## config.mk

```make
export PLATFORM = sky130hd
export DESIGN_NAME = freq_div_multi
export DESIGN_NICKNAME = d
export VERILOG_FILES = /design/src/rtl/freq_div_pkg.sv /design/src/rtl/freq_div_chan.sv /design/src/rtl/freq_div_multi.sv
export SDC_FILE = /design/constraint.sdc
export NUM_CORES = 1
export LEC_CHECK = 0
export BUFFER_PORTS_ARGS = -buffer_cell sky130_fd_sc_hd__buf_2
export CORE_MARGIN = 2
export CORE_UTILIZATION = 34
export DETAILED_ROUTE_END_ITERATION = 6
export PLACE_DENSITY = 0.53
export SLEW_MARGIN = 20
export SYNTH_ARGS = -nofsm -noshare
export SYNTH_HDL_FRONTEND = slang
export SYNTH_SLANG_ARGS = --single-unit
export TNS_END_PERCENT = 10
```

## constraint.sdc

```tcl
create_clock -name clk -period 3.7 [get_ports clk]
set_input_delay 0.74 -clock clk [delete_from_list [all_inputs] [get_ports clk]]
set_output_delay 0.74 -clock clk [all_outputs]
set_load 0.01 [all_outputs]
```

## src/rtl/freq_div_pkg.sv

```systemverilog
// Shared types and helpers for the multi-channel clock-enable divider.
// Divide ratios are clamped on the widest supported width (16 bits), and the callers narrow the result.
package freq_div_pkg;

    typedef enum logic [1:0] {
        SQUARE = 2'b00,
        PULSE  = 2'b01,
        INV    = 2'b10,
        RSVD   = 2'b11
    } freq_mode_e;

    typedef enum logic {
        ST_IDLE = 1'b0,
        ST_RUN  = 1'b1
    } chan_state_e;

    localparam int unsigned MAX_DW = 16;

    // Idle output level for each mode. Bit n of this vector is the level for mode value n.
    localparam logic [3:0] IDLE_LVL = 4'b0100;

    function automatic logic [MAX_DW-1:0] clamp_div(input logic [MAX_DW-1:0] d);
        return (d < MAX_DW'(2)) ? MAX_DW'(2) : d;
    endfunction

    function automatic logic idle_level(input freq_mode_e m);
        return IDLE_LVL[m];
    endfunction

endpackage

```

## src/rtl/freq_div_chan.sv

```systemverilog
// One divider channel. It holds a counter, shadow ratio/mode registers, waveform decode and a tick flop.
// state    | meaning
// ST_IDLE  | counter held at 0, out = idle level of the input mode, no tick
// ST_RUN   | counter cycles 0..N-1, shadows reload only on the wrap edge
module freq_div_chan
    import freq_div_pkg::*;
#(
    parameter int unsigned DW = 8
) (
    input  logic          clk,
    input  logic          rst,
    input  logic          en,
    input  logic [DW-1:0] div,
    input  logic [1:0]    mode,
    output logic          out,
    output logic          tick
);

    localparam logic [DW-1:0] ONE = DW'(1);

    chan_state_e   state_q, state_d;
    logic [DW-1:0] cnt_q, cnt_d;
    logic [DW-1:0] n_q, n_d;
    freq_mode_e    mode_q, mode_d;
    logic          out_q, out_d;
    logic          tick_q, tick_d;

    logic [DW-1:0] div_eff;
    freq_mode_e    mode_in;

    assign div_eff = DW'(clamp_div(MAX_DW'(div)));
    assign mode_in = freq_mode_e'(mode);

    // The high length is ceil(n/2), computed without n+1 so that n = 2^DW-1 cannot overflow.
    function automatic logic wave(input logic [DW-1:0] c, input logic [DW-1:0] n,
                                  input freq_mode_e m);
        logic [DW-1:0] half;
        half = (n >> 1) + DW'(n[0]);
        case (m)
            PULSE:   return c == '0;
            INV:     return !(c < half);
            default: return c < half;
        endcase
    endfunction

    always_comb begin
        state_d = state_q;
        cnt_d   = cnt_q;
        n_d     = n_q;
        mode_d  = mode_q;
        out_d   = out_q;
        tick_d  = 1'b0;
        case (state_q)
            ST_IDLE: begin
                cnt_d = '0;
                if (en) begin
                    state_d = ST_RUN;
                    n_d     = div_eff;
                    mode_d  = mode_in;
                    out_d   = wave('0, div_eff, mode_in);
                end else begin
                    out_d = idle_level(mode_in);
                end
            end
            ST_RUN: begin
                if (!en) begin
                    state_d = ST_IDLE;
                    cnt_d   = '0;
                    out_d   = idle_level(mode_in);
                end else if (cnt_q == n_q - ONE) begin
                    cnt_d  = '0;
                    n_d    = div_eff;
                    mode_d = mode_in;
                    out_d  = wave('0, div_eff, mode_in);
                end else begin
                    cnt_d  = cnt_q + ONE;
                    out_d  = wave(cnt_d, n_q, mode_q);
                    tick_d = (cnt_d == n_q - ONE);
                end
            end
            default: state_d = ST_IDLE;
        endcase
    end

    always_ff @(posedge clk) begin
        if (rst) begin
            state_q <= ST_IDLE;
            cnt_q   <= '0;
            n_q     <= '0;
            mode_q  <= SQUARE;
            out_q   <= 1'b0;
            tick_q  <= 1'b0;
        end else begin
            state_q <= state_d;
            cnt_q   <= cnt_d;
            n_q     <= n_d;
            mode_q  <= mode_d;
            out_q   <= out_d;
            tick_q  <= tick_d;
        end
    end

    assign out  = out_q;
    assign tick = tick_q;

endmodule

```

## src/rtl/freq_div_multi.sv

```systemverilog
// NCH independent divider channels. The top only slices the packed ratio/mode buses.
module freq_div_multi #(
    parameter int unsigned DW  = 8,
    parameter int unsigned NCH = 2
) (
    input  logic              clk,
    input  logic              rst,
    input  logic [NCH-1:0]    en,
    input  logic [NCH*DW-1:0] div,
    input  logic [NCH*2-1:0]  mode,
    output logic [NCH-1:0]    out,
    output logic [NCH-1:0]    tick
);

    for (genvar c = 0; c < NCH; c++) begin : g_chan
        freq_div_chan #(.DW(DW)) u_chan (
            .clk  (clk),
            .rst  (rst),
            .en   (en[c]),
            .div  (div[c*DW +: DW]),
            .mode (mode[c*2 +: 2]),
            .out  (out[c]),
            .tick (tick[c])
        );
    end

endmodule

```

==> reports/metrics.cfg <==
[power]
power.total_uw = 1210
p_switching_uw = 326
power.density_cell_area_nw_per_um2 = 318
static-leakage-power_uw = 0.00159
fraction_of_power_spent_switching_nets_pct = 26.9
comb_power_share_pct = 21.4
part_of_the_total_power_dissipated_in_sequential_elements_pct = 40.9
p_int_uw = 884
highest_ir_drop_seen_on_vdd_uv = 177
power.share.clock_pct = 37.7

[logic_synthesis]
ys_types = 48
synthDominantCellAreaShare_pct = 24.4
synth_cells = 414
netlist.top_cell.by_area = sky130_fd_sc_hd__dfxtp_1
synth_area_per_cell_um2 = 8.31
synth_nets = 472
yosysSeqAreaShare_pct = 24.4
yosys-top-cells-area = sky130_fd_sc_hd__dfxtp_1, sky130_fd_sc_hd__ha_1, sky130_fd_sc_hd__xnor2_1
synth-async-reset-ratio_pct = 0
ys_warn_count = 0
syn-cell-area_um2 = 3440
synth-seq-cells = 42
synth_ff_type = sky130_fd_sc_hd__dfxtp_1
synth_edf_count = 0

[floorplan]
dieArea_um2 = 10900
die_width_um = 105
pin_count = 28
starting_density_of_the_core_pct = 35.0
die_height_um = 105
std_cell_rows = 36
core_area_um2 = 9820

[timing]
maxClockFrequency_mhz = 298
final-max-slew-violation-count = 0
clock-skew-final_ns = 0.00306
grt_setup_unrepaired = false
whs_ns = 0.510
final.setup.tns_ns = 0
worst_margin_pin_slew_ns = 0.539
max-slew-margin-rel_pct = 64.0
setup_viol_count_final = 0
period_utilization_pct = 90.8
report.final.hold_viol_count = 0
timing.final.crit_period_ns = 3.36

[place]
placed_area_um2 = 3660
hpwl_um = 6150
io_buffer_count = 27
finalWeightedCongestion = 0.798

[cts]
post_cts_buffers = 0
post_cts_hold_buffer_count = 0
tritoncts_num_sinks = 42
clkSlewWorstSetupHoldPaths_ns = 0.08
cts_root_buf = sky130_fd_sc_hd__clkbuf_8
tritoncts.num_buffers = 5
clock_latency_ns = 0.30
cts-root-to-sink-buffers = 2
cts_resized = 0
tritoncts_clock_tree = done
htree_num_levels = 2

[finish]
diodes = 0
final_cell_area_um2 = 3800
post_route_cells_drive_above_1_share_pct = 11.4
layout.nets = 486
area_delta_synth_final_pct = 10.6

[run]
max_cap_viol_count = 0

[critical_path]
setup.reg_to_reg.worst_slack_ns = 0.45
cpPeakStageDelay_ns = 0.53
timing.critical_path.cells = buf_2 -> or4_1 -> or3_1 -> o21a_1 -> ha_1 -> ha_1 -> or2_2 -> a2111oi_0 -> buf_4 -> a211o_1 -> o2111ai_1 -> o211ai_1
reg2reg_to = g_chan[0].u_chan.out
cp_max_fo = 2
category_of_the_worst_setup_path_capture_point = flop
timing.critical_path.slowest_stage_cell = sky130_fd_sc_hd__or4_1
crit_type = input pin to flop
critPathRequiredTime_ns = 3.91
timing.critical_path.arrival_ns = 3.57
critical_path.reg2reg.startpoint = g_chan[0].u_chan.n_q[2]
worstSetupStartpointType = input pin
cp_common_cell = sky130_fd_sc_hd__ha_1
r2r_cells = 6

[global_route]
grt_first_pass_wirelength_um = 13500
globalRoute.totalOverflow = 0
via_count_of_the_first_global_routing_pass = 2729
track_usage_pct = 14.9
pin_count_of_the_biggest_net_entering_global_routing = 25
initial_antenna_violation_count = 0

[detailed_routing]
first_pass_iters = 4
drc = 0
drt-initial-drc-count = 162
via_per_inst = 5.19
drt-wirelength-per-cell_um = 14.0
route.final.wire_length_um = 7900
postRouteAntennaNets = 0
via_count = 2917

[hold_path]
min_path_cells = 2
min_from = g_chan[1].u_chan.mode_q[0]
min_path_type = flop to flop
hold_path_end = g_chan[1].u_chan.mode_q[0]

[run_status]
result_of_the_run = finished clean

==> Yosys cell counts (all sizes together), types with 7 or more instances <==
| cell type | instances |
|---|---|
| ha | 34 |
| nand3 | 31 |
| nor2b | 8 |
| buf | 7 |
| nor3 | 9 |
| a21oi | 28 |
| and3 | 14 |
| clkbuf | 20 |
| or4 | 8 |
| xnor2 | 36 |
| dfxtp | 42 |
| o211ai | 22 |
| nor2 | 21 |
| xor2 | 18 |
| inv | 27 |
| nand2 | 17 |
| o21ai | 17 |
==> area by class of cell <==
type                       instances  area [µm²]
fill                            1042        6010
multi-input combinational        318        2370
sequential                        42         841
timing repair buffer              34         188
tap                              133         166
inverter                          27         101
clock buffer                       6        82.6
clock inverter                     2        60.1
==> sequential cells by signal, indices dropped and copies added, names as in the netlist <==
name and cells:
g_chan.u_chan.cnt_q 16, g_chan.u_chan.mode_q 4, g_chan.u_chan.n_q 16, g_chan.u_chan.out 2, g_chan.u_chan.state_q 2, g_chan.u_chan.tick 2
==> cell usage in the layout, fill, tap and decap left out, drive strengths merged, types with 14 or more instances in the layout <==
cell type / Yosys / final
dfxtp: 42 / 42
nand3: 31 / 31
o21ai: 17 / 17
a21oi: 28 / 28
nand2: 17 / 17
and3: 14 / 14
ha: 34 / 34
xor2: 18 / 18
buf: 7 / 34
xnor2: 36 / 36
inv: 27 / 27
nor2: 21 / 21
o211ai: 22 / 22
==> kinds of logic after synthesis <==
group	after synthesis	synth area share [%]
and+or+nand+nor	138	22.3
AOI/OAI and AO/OA	85	16.0
xor gates and xnor gates	60	17.7
buffers and inverters	54	6.80
DFF	42	24.4
adders and majority gates	34	12.4
muxes	1	0.327
==> worst max path at each step <==
stage,from,endpoint,slack (ns)
3_5_place_dp,div[7],g_chan[0].u_chan.out,0.04
5_1_grt,div[7],g_chan[0].u_chan.out,0.21
6_report,div[7],g_chan[0].u_chan.out,0.34
4_1_cts,div[7],g_chan[0].u_chan.out,0.34
2_1_floorplan,div[7],g_chan[0].u_chan.out,0.30
3_3_place_gp,div[7],g_chan[0].u_chan.out,0.09
==> routing by layer <==
metal  routed length [µm]  vias to the layer above  track usage [%]
li1                     -                     1502                -
met1                 4090                     1358             21.4
met2                 3500                       50             23.6
met3                  204                        7             1.75
met4                  100                        0             4.00
met5                    0                        -                0
==> critical path, delay by kind of cell <==
family | cells | cell delay [ns]
buffers and inverters | 2 | 0.28
AND/OR/NAND/NOR | 3 | 1.16
adder cells (fa/ha/maj) | 2 | 0.42
AO/OA/AOI/OAI | 5 | 0.97
==> stage by stage <==
stage,util (%),cells,setup WS (ns)
detailed placement,37.3,554,0.0424
CTS,38.7,562,0.336
floorplan,-,414,0.303
global placement,37.3,554,0.0857
global route,38.7,562,0.207
finish,38.7,562,0.340
==> power by group through the flow <==
stage          Clock (µW)  Sequential (µW)  Combinational, µW
6_report              456              495                259
5_1_grt               489              498                292
2_1_floorplan           0              488                218
4_1_cts               470              494                261
3_5_place_dp            0              505                259
3_3_place_gp            0              505                254
(Power assumes the default switching activity.)
